**src/rtl/fp_mac_pkg.sv**
```systemverilog
// rtl/fp_mac_pkg.sv - shared format defaults and helpers for the fp MAC processing element
package fp_mac_pkg;

  localparam int EW_DEF = 3;
  localparam int FW_DEF = 4;
  localparam int W_DEF  = 1 + EW_DEF + FW_DEF;

  // Exponent bias for an ew-bit exponent field
  function automatic int bias(input int ew);
    return (1 << (ew - 1)) - 1;
  endfunction

  // Largest biased exponent; every exponent code is a normal number
  function automatic int exp_max(input int ew);
    return (1 << ew) - 1;
  endfunction

  // Magnitude bits {exponent, fraction} of the largest finite value
  function automatic int max_mag(input int ew, input int fw);
    return (1 << (ew + fw)) - 1;
  endfunction

  // Bit position of the sign in {sign, exponent, fraction}
  function automatic int sign_pos(input int ew, input int fw);
    return ew + fw;
  endfunction

  // Lowest bit of the exponent field
  function automatic int exp_lsb(input int fw);
    return fw;
  endfunction

endpackage

```
**src/rtl/fp_mul.sv**
```systemverilog
// rtl/fp_mul.sv - stage-1 floating-point multiplier with its output register
module fp_mul
  import fp_mac_pkg::*;
#(
  parameter int  EW  = EW_DEF,
  parameter int  FW  = FW_DEF,
  localparam int W   = 1 + EW + FW,
  localparam int EXW = EW + 3
) (
  input  logic           clk,
  input  logic           rst_n,
  input  logic           in_valid,
  input  logic [W-1:0]   a,
  input  logic [W-1:0]   b,
  output logic           prod_valid,
  output logic           prod_sign,
  output logic           prod_zero,
  output logic [EXW-1:0] prod_exp,
  output logic [FW-1:0]  prod_frac
);

  localparam int SW   = FW + 1;
  localparam int BIAS = bias(EW);
  localparam int SP   = sign_pos(EW, FW);
  localparam int EL   = exp_lsb(FW);

  logic            a_zero;
  logic            b_zero;
  logic            norm;
  logic [SW-1:0]   sig_a;
  logic [SW-1:0]   sig_b;
  logic [2*SW-1:0] sig_p;
  logic [EXW-1:0]  exp_p;
  logic [FW-1:0]   frac_p;

  // Product of the two operands; exponent kept wide so range checks happen after accumulation
  always_comb begin
    a_zero = (a[SP-1:0] == '0);
    b_zero = (b[SP-1:0] == '0);
    sig_a  = {1'b1, a[FW-1:0]};
    sig_b  = {1'b1, b[FW-1:0]};
    sig_p  = sig_a * sig_b;
    norm   = sig_p[2*SW-1];
    exp_p  = EXW'(a[SP-1:EL]) + EXW'(b[SP-1:EL]) - EXW'(BIAS) + EXW'(norm);
    frac_p = norm ? FW'(sig_p >> (FW + 1)) : FW'(sig_p >> FW);
  end

  // Stage-1 pipeline register
  always_ff @(posedge clk or negedge rst_n) begin
    if (!rst_n) begin
      prod_valid <= 1'b0;
      prod_sign  <= 1'b0;
      prod_zero  <= 1'b1;
      prod_exp   <= '0;
      prod_frac  <= '0;
    end else begin
      prod_valid <= in_valid;
      prod_sign  <= a[SP] ^ b[SP];
      prod_zero  <= a_zero | b_zero;
      prod_exp   <= exp_p;
      prod_frac  <= frac_p;
    end
  end

endmodule

```
**src/rtl/fp_mac_pe.sv**
```systemverilog
// rtl/fp_mac_pe.sv - systolic floating-point multiply-accumulate processing element
module fp_mac_pe
  import fp_mac_pkg::*;
#(
  parameter int  EW = EW_DEF,
  parameter int  FW = FW_DEF,
  localparam int W  = 1 + EW + FW
) (
  input  logic         clk,
  input  logic         rst_n,
  input  logic         in_valid,
  input  logic         acc_clr,
  input  logic [W-1:0] a_in,
  input  logic [W-1:0] b_in,
  output logic [W-1:0] a_pass,
  output logic [W-1:0] b_pass,
  output logic         pass_valid,
  output logic [W-1:0] acc_out,
  output logic         out_valid,
  output logic         ovf,
  output logic         uf
);

  localparam int EXW = EW + 3;
  localparam int SW  = FW + 1;
  localparam int SP  = sign_pos(EW, FW);
  localparam int EL  = exp_lsb(FW);
  localparam logic signed [EXW-1:0] EMAX_S  = EXW'(exp_max(EW));
  localparam logic [EW+FW-1:0]      MAX_MAG = (EW + FW)'(max_mag(EW, FW));

  logic                  p_valid;
  logic                  p_sign;
  logic                  p_zero;
  logic [EXW-1:0]        p_exp;
  logic [FW-1:0]         p_frac;

  logic                  x_zero;
  logic                  xs;
  logic                  big_s;
  logic                  small_s;
  logic                  res_s;
  logic                  found;
  logic signed [EXW-1:0] xe;
  logic signed [EXW-1:0] ye;
  logic signed [EXW-1:0] big_e;
  logic signed [EXW-1:0] small_e;
  logic signed [EXW-1:0] norm_e;
  logic [EXW-1:0]        shamt;
  logic [SW-1:0]         xm;
  logic [SW-1:0]         ym;
  logic [SW-1:0]         big_m;
  logic [SW-1:0]         small_m;
  logic [SW-1:0]         small_al;
  logic [SW:0]           sum;
  logic [SW:0]           norm_m;
  int                    lz;
  logic [W-1:0]          res_word;
  logic                  res_ovf;
  logic                  res_uf;

  // Forward operands to the neighbouring PE; these registers also feed the multiplier
  always_ff @(posedge clk or negedge rst_n) begin
    if (!rst_n) begin
      a_pass     <= '0;
      b_pass     <= '0;
      pass_valid <= 1'b0;
    end else begin
      a_pass     <= a_in;
      b_pass     <= b_in;
      pass_valid <= in_valid;
    end
  end

  fp_mul #(
    .EW(EW),
    .FW(FW)
  ) u_mul (
    .clk       (clk),
    .rst_n     (rst_n),
    .in_valid  (pass_valid),
    .a         (a_pass),
    .b         (b_pass),
    .prod_valid(p_valid),
    .prod_sign (p_sign),
    .prod_zero (p_zero),
    .prod_exp  (p_exp),
    .prod_frac (p_frac)
  );

  // Align, add, renormalise and range-check accumulator plus product; a clear makes the accumulator read as zero
  always_comb begin
    x_zero = acc_clr | (acc_out[SP-1:0] == '0);
    xs     = acc_out[SP];
    xm     = x_zero ? '0 : {1'b1, acc_out[FW-1:0]};
    ym     = p_zero ? '0 : {1'b1, p_frac};
    xe     = x_zero ? $signed(p_exp) : $signed(EXW'(acc_out[SP-1:EL]));
    ye     = p_zero ? $signed(EXW'(acc_out[SP-1:EL])) : $signed(p_exp);

    if (xe >= ye) begin
      big_s = xs;     big_e = xe;   big_m = xm;
      small_s = p_sign; small_e = ye; small_m = ym;
    end else begin
      big_s = p_sign; big_e = ye;   big_m = ym;
      small_s = xs;   small_e = xe; small_m = xm;
    end

    shamt    = big_e - small_e;
    small_al = small_m >> shamt;

    if (big_s == small_s) begin
      sum   = {1'b0, big_m} + {1'b0, small_al};
      res_s = big_s;
    end else if (big_m >= small_al) begin
      sum   = {1'b0, big_m - small_al};
      res_s = big_s;
    end else begin
      sum   = {1'b0, small_al - big_m};
      res_s = small_s;
    end

    lz    = 0;
    found = 1'b0;
    for (int i = SW - 1; i >= 0; i--) begin
      if (!found) begin
        if (sum[i]) found = 1'b1;
        else        lz = lz + 1;
      end
    end

    if (sum[SW]) begin
      norm_m = sum >> 1;
      norm_e = big_e + EXW'(1);
    end else begin
      norm_m = sum << lz;
      norm_e = big_e - EXW'(lz);
    end

    res_word = '0;
    res_ovf  = 1'b0;
    res_uf   = 1'b0;
    if (sum == '0) begin
      res_word = '0;
    end else if (norm_e > EMAX_S) begin
      res_word = {res_s, MAX_MAG};
      res_ovf  = 1'b1;
    end else if (norm_e[EXW-1]) begin
      res_uf = 1'b1;
    end else begin
      res_word = {res_s, norm_e[EW-1:0], FW'(norm_m)};
    end
  end

  // Accumulator and sticky flags; a clear without a product just zeroes state
  always_ff @(posedge clk or negedge rst_n) begin
    if (!rst_n) begin
      acc_out   <= '0;
      out_valid <= 1'b0;
      ovf       <= 1'b0;
      uf        <= 1'b0;
    end else begin
      out_valid <= p_valid;
      if (p_valid) begin
        acc_out <= res_word;
        ovf     <= (ovf & ~acc_clr) | res_ovf;
        uf      <= (uf & ~acc_clr) | res_uf;
      end else if (acc_clr) begin
        acc_out <= '0;
        ovf     <= 1'b0;
        uf      <= 1'b0;
      end
    end
  end

endmodule

```
**config.mk**
```make
export PLATFORM = sky130hd
export DESIGN_NAME = fp_mac_pe
export DESIGN_NICKNAME = d
export VERILOG_FILES = /design/src/rtl/fp_mac_pkg.sv /design/src/rtl/fp_mul.sv /design/src/rtl/fp_mac_pe.sv
export SDC_FILE = /design/constraint.sdc
export NUM_CORES = 1
export LEC_CHECK = 0
export CORE_ASPECT_RATIO = 0.9
export CORE_MARGIN = 8
export CORE_UTILIZATION = 35
export DETAILED_ROUTE_END_ITERATION = 12
export SETUP_SLACK_MARGIN = 0.15
export SLEW_MARGIN = 20
export SYNTH_ARGS = -nofsm -noshare
export SYNTH_HDL_FRONTEND = slang
export SYNTH_HIERARCHICAL = 1
export SYNTH_SLANG_ARGS = --single-unit
export TNS_END_PERCENT = 50
```
**constraint.sdc**
```tcl
create_clock -name clk -period 17.4 [get_ports clk]
set_input_delay 2.61 -clock clk [delete_from_list [all_inputs] [get_ports clk]]
set_output_delay 2.61 -clock clk [all_outputs]
set_load 0.005 [all_outputs]
```
==> qor.yml, run 1 <==
drt:
  drt_iter0_drc: 347
  routedWlPerCell_um: 16.6
  drt_first_pass_iters: 5
  drcViolationCount: 0
  routed_wl_um: 12800
  vias_per_cell: 5.63
  postRouteAntennaNets: 0
  via_count: 4347
setup_path:
  crit_path_end_kind: "flop"
  reg2reg_to: "acc_out[2]$_DFFE_PN0P_"
  ff2ff_path_depth: 41
  rrSetupSlack_ps: 6530
  rr_startpoint: "acc_out[0]$_DFFE_PN0P_"
  critPathMaxFanout: 19
  crit_end: "acc_out[2]$_DFFE_PN0P_"
  required_ps: 17590
  cpMostUsedCell: "ha_1"
  worst-setup-path-type: "in2reg"
  critPathLaunchType: "primary input"
  arrival_ps: 13360
  slowest_stage: "clkdlybuf4s50_1"
  setup.worst_path.start: "acc_clr"
  slowest_delay_ps: 890
yosys:
  synth_edf_count: 0
  ys_warn_count: 6
  async_reset_ff_share_pct: 100
  syn-cell-area_um2: 4890
  yosysUniqueCellTypes: 87
  netlist_instances: 561
  postSynthAreaPerCell_um2: 8.72
  synth-seq-cells: 41
  seq_area_frac_synth_pct: 21.0
  syn-num-nets: 642
  ys.flop_type: "dfrtp_1"
cells_and_area:
  diodes: 0
  syn_to_final_growth_pct: 15.0
  layout.nets: 680
  final_layout_size_suffix_gt1_share_pct: 8.67
  multiInputGateArea_um2: 3580
  stdcell_area_um2: 5630
  final-seq-area_um2: 1030
  n_fill_cell: 1416
sta:
  period_needed_ps: 13160
  hold_violations: 0
  fin_crit_sh_pct: 75.7
  maxSlewHeadroom_pct: 39.0
  fmax_mhz: 76.0
  setup_violations: 0
  drv_slew: 0
  setup_tns_ps: 0
  rsz0062_at_grt: "no"
  hold_ws_ps: 377
  worstMarginPinSlew_ps: 915
  fin_worst_skew_ps: 2.66
grt:
  antenna_found_initial: 0
  grtUsageTotal_pct: 14.1
  grt_max_degree: 42
  gr-total-overflow: 0
  first_global_vias: 4262
  grt_pass1_wl_um: 21200
clocking:
  ctsResizeCount: 0
  post_cts_buffers: 0
  hold_buffers: 0
  clk_path_buf_depth: 2
  tritoncts: "done"
  root_buffer: "clkbuf_16"
  cts_buffers: 5
  cts.htree.levels: 2
  cts_sinks: 41
  clk-insertion-delay-late_ps: 280
  clkTransAtPathRegs_ps: 60
worst_hold_path:
  hold_path.class: "reg2reg"
  min-delay-start: "pass_valid$_DFF_PN0_"
  hold_depth: 0
place:
  dpl.hpwl_um: 10600
  postPlaceCellArea_um2: 5490
  numPortBuffers: 47
  gp_congestion: 0.867
floorplanning:
  ios: 48
  rows: 41
  core_area_um2: 13900
  die_h_um: 128
  start_util_pct: 35.3
  die_w_um: 141
  dieArea_um2: 18000
job:
  cap_violations: 0
status:
  outcome: "finished, final reports clean"
registers in the layout, summed over array words and instances (netlist names), 4 cells and up:
| register | count |
|---|---|
| b_pass | 8 |
| acc_out | 8 |
| a_pass | 8 |
| u_mul/prod_exp | 6 |
| u_mul/prod_frac | 4 |
through the flow:
stage	util [%]	instances	setup slack, ps
after global routing	40.6	772	3430
after CTS	40.6	772	4320
after global placement	39.6	764	4310
after detailed placement	39.6	764	4060
after floorplan	-	561	6040
final	40.6	772	4240
critical path, delay by kind of cell:
kind	cells	cell delay (ps)
adder cells (fa/ha/maj)	6	2020
buffers and inverters	2	960
multiplexers	1	400
AO/OA/AOI/OAI	15	3550
AND/OR/NAND/NOR	16	3410
XOR/XNOR	1	390
synthesized netlist by cell type (3+ instances only):
cell	n	area, um^2
nand4_1	6	37.5
a21boi_0	3	22.5
o211ai_1	5	37.5
a21oi_2	4	35.0
nor2b_1	10	62.6
dfrtp_1	40	1000
fa_1	13	260
or2_2	5	31.3
xor2_1	9	78.8
xnor2_1	15	131
and2_1	18	113
clkbuf_1	9	33.8
nand2b_1	13	81.3
o2111ai_1	3	26.3
o21ai_1	5	25.0
a21o_1	12	90.1
nor4_1	3	18.8
o21ai_0	20	100
or3_1	4	25.0
o21bai_1	6	45.0
mux2_2	3	33.8
buf_6	3	33.8
o21a_1	6	45.0
a211oi_1	8	60.1
inv_1	52	195
buf_2	4	20.0
a31oi_1	12	75.1
o22ai_1	11	68.8
mux2i_1	7	70.1
ha_1	48	601
nor2_1	37	139
and3_1	3	18.8
nand2_1	33	124
a211o_1	5	43.8
nand2_2	3	18.8
nand3_1	9	45.0
o211a_1	4	40.0
a21oi_1	35	175
a22oi_1	4	30.0
or4_1	3	22.5
nor3_1	11	55.1
per-layer routing:
layer	wire, um	up-vias	share of wire [%]	GRT usage, %
li1	-	2126	-	-
met1	5950	2093	46	18.5
met2	6020	115	47	23.5
met3	699	13	5.4	2.57
met4	167	0	1.3	3.16
met5	0	-	0	0
worst min-delay path by stage:
stage,to
5_1_grt,u_mul/prod_valid$_DFF_PN0_
6_report,u_mul/prod_valid$_DFF_PN0_
3_5_place_dp,u_mul/prod_valid$_DFF_PN0_
3_3_place_gp,u_mul/prod_valid$_DFF_PN0_
2_1_floorplan,out_valid$_DFF_PN0_
4_1_cts,u_mul/prod_valid$_DFF_PN0_
final cells by class:
type,count,share of cell area (%)
Timing Repair Buffer,48,8.41
Inverter,52,3.47
Sequential cell,41,18.3
Tap cell,172,3.82
Multi-Input combinational cell,451,63.6
Clock buffer,6,2.29
Clock inverter,2,0.178
placed cells by master, fill, tap and decap left out, types with 4 or more instances in the layout:
master,instances
inv_1,52
ha_1,48
clkdlybuf4s50_1,46
dfrtp_1,40
nor2_1,37
a21oi_1,35
nand2_1,33
o21ai_0,20
and2_1,18
xnor2_1,15
nand2b_1,13
fa_1,13
a31oi_1,12
a21o_1,12
nor3_1,11
o22ai_1,11
nor2b_1,10
nand3_1,9
xor2_1,9
a211oi_1,8
mux2i_1,7
o21bai_1,6
nand4_1,6
o21a_1,6
o21ai_1,5
a211o_1,5
or2_2,5
o211ai_1,5
clkbuf_16,5
a22oi_1,4
or3_1,4
o211a_1,4
a21oi_2,4
cell families after synthesis:
kind of cell    synth area share, %
fa+ha+maj                      17.6
simple gates                   20.2
compound gates                 27.2
xor+xnor                       4.30
buf+inv                        5.86
mux                            3.81
flops                          21.0
Power of run 1 is left out: the tool's default activity adds up to more than one toggle a clock period on the data nets, which glitch-free logic cannot reach.
==> run 2, diff against run 1 <==
- clock period: 17.4 -> 10.9 ns (I/O delays scaled with it)
==> run 2 against run 1 <==
Critical path depth unchanged. Routed wire length grew 3.8%. Non-clock buffer count rose by 37. Die area unchanged. Clock-buffer cell count shrank 1.
==> qor.yml, run 2 (synthesis results as in run 1) <==
place:
  dpl.hpwl_um: 10700
  numPortBuffers: 47
  gp_congestion: 0.904
  placed_cells: 793
setup_path:
  crit_end: "acc_out[2]$_DFFE_PN0P_"
  arrival_ps: 10570
  ff2ff_path_depth: 43
  slowest_delay_ps: 550
  reg2reg_to: "acc_out[2]$_DFFE_PN0P_"
  cpMostUsedCell: "ha_1"
  worst-setup-path-type: "in2reg"
  critPathMaxFanout: 6
  critPathLaunchType: "primary input"
  slowest_stage: "or4_4"
  rr_startpoint: "acc_out[0]$_DFFE_PN0P_"
  rrSetupSlack_ps: 1320
  crit_path_end_kind: "flop"
  required_ps: 11050
  setup.worst_path.start: "acc_clr"
sta:
  fin_worst_skew_ps: 6.45
  period_needed_ps: 10420
  fmax_mhz: 96.0
  setup_violations: 0
  fin_crit_sh_pct: 95.6
  drv_slew: 0
  worstMarginPinSlew_ps: 893
  rsz0062_at_grt: "no"
  setup_tns_ps: 0
  hold_violations: 0
  maxSlewHeadroom_pct: 40.4
drt:
  via_count: 4495
  routedWlPerCell_um: 16.5
  routed_wl_um: 13300
  drcViolationCount: 0
  drt_iter0_drc: 273
  vias_per_cell: 5.56
  postRouteAntennaNets: 0
  drt_first_pass_iters: 5
floorplanning:
  die_h_um: 128
  rows: 41
  die_w_um: 141
  ios: 48
  dieArea_um2: 18000
  core_area_um2: 13900
  start_util_pct: 35.3
status:
  outcome: "finished, final reports clean"
job:
  cap_violations: 0
clocking:
  root_buffer: "clkbuf_16"
  tritoncts: "done"
  clk-insertion-delay-late_ps: 280
  clk_path_buf_depth: 2
  cts_buffers: 5
  cts.htree.levels: 2
  hold_buffers: 0
  cts_sinks: 41
  clkTransAtPathRegs_ps: 60
cells_and_area:
  syn_to_final_growth_pct: 23.2
  final_cells: 808
  final_layout_size_suffix_gt1_share_pct: 16.2
  diodes: 0
  layout_commonest_cell: "inv_1"
  final_cell_mix: "inv_1 (52), ha_1 (47), clkdlybuf4s50_1 (46), dfrtp_1 (40)"
  top_regs: "a_pass: 8 flops, acc_out: 8 flops, b_pass: 8 flops"
  layout.nets: 717
  n_fill_cell: 1350
grt:
  first_global_vias: 4372
  antenna_found_initial: 0
  grt_max_degree: 42
  grt_pass1_wl_um: 21800
  grtUsageTotal_pct: 14.4
  gr-total-overflow: 0
worst_hold_path:
  hold_path.class: "reg2reg"
[run 2: worst min-delay path by stage]
stage / cells past startpoint / endpoint / startpoint / slack, ps
after floorplan: 0 / out_valid$_DFF_PN0_ / u_mul/prod_valid$_DFF_PN0_ / 350
after global placement: 0 / u_mul/prod_valid$_DFF_PN0_ / pass_valid$_DFF_PN0_ / 360
after detailed placement: 0 / u_mul/prod_valid$_DFF_PN0_ / pass_valid$_DFF_PN0_ / 390
after CTS: 0 / u_mul/prod_valid$_DFF_PN0_ / pass_valid$_DFF_PN0_ / 410
after global routing: 0 / u_mul/prod_valid$_DFF_PN0_ / pass_valid$_DFF_PN0_ / 420
final: 0 / u_mul/prod_valid$_DFF_PN0_ / pass_valid$_DFF_PN0_ / 400
[run 2: final cells by class]
type	instances	area (um^2)	area share [%]
multi-input cells	451	3670	60.9
flip-flops and latches	41	1030	17.1
repair buffers	85	754	12.5
inverters	52	195	3.24
well taps	172	215	3.57
clock inverters	2	35.0	0.582
clock buffers	5	125	2.08
[run 2: per-layer routing]
metal | vias to the layer above | wire length, um | global-route usage [%]
li1 | 2207 | - | -
met1 | 2165 | 6380 | 19.7
met2 | 112 | 6330 | 23.9
met3 | 11 | 538 | 2.16
met4 | 0 | 87 | 1.89
met5 | - | 0 | 0
[run 2: timing repair]
item                                    4_1_cts  5_1_grt
endpoints found under the hold margin         0        0
endpoints found under the setup margin        0       10
setup buffers                                 0        8
gates resized for setup                       0       17
[run 2: through the flow]
stage          instance area, um^2  util [%]  setup slack (ps)  hold slack [ps]
3_3_place_gp                  5710      41.2               166              364
6_report                      6020      43.5               481              400
2_1_floorplan                 4890         -               513              352
3_5_place_dp                  5710      41.2              10.3              387
5_1_grt                       6020      43.5              49.2              416
4_1_cts                       5870      42.3               293              405
[run 2: worst max-delay path: cells and delay by family]
family / cells / cell delay [ps]
AOI/OAI and AO/OA: 18 / 3410
and+or+nand+nor: 11 / 2120
buffers and inverters: 4 / 910
adders and majority gates: 7 / 2140
muxes: 1 / 330
Power of run 2 is left out for the same reason.
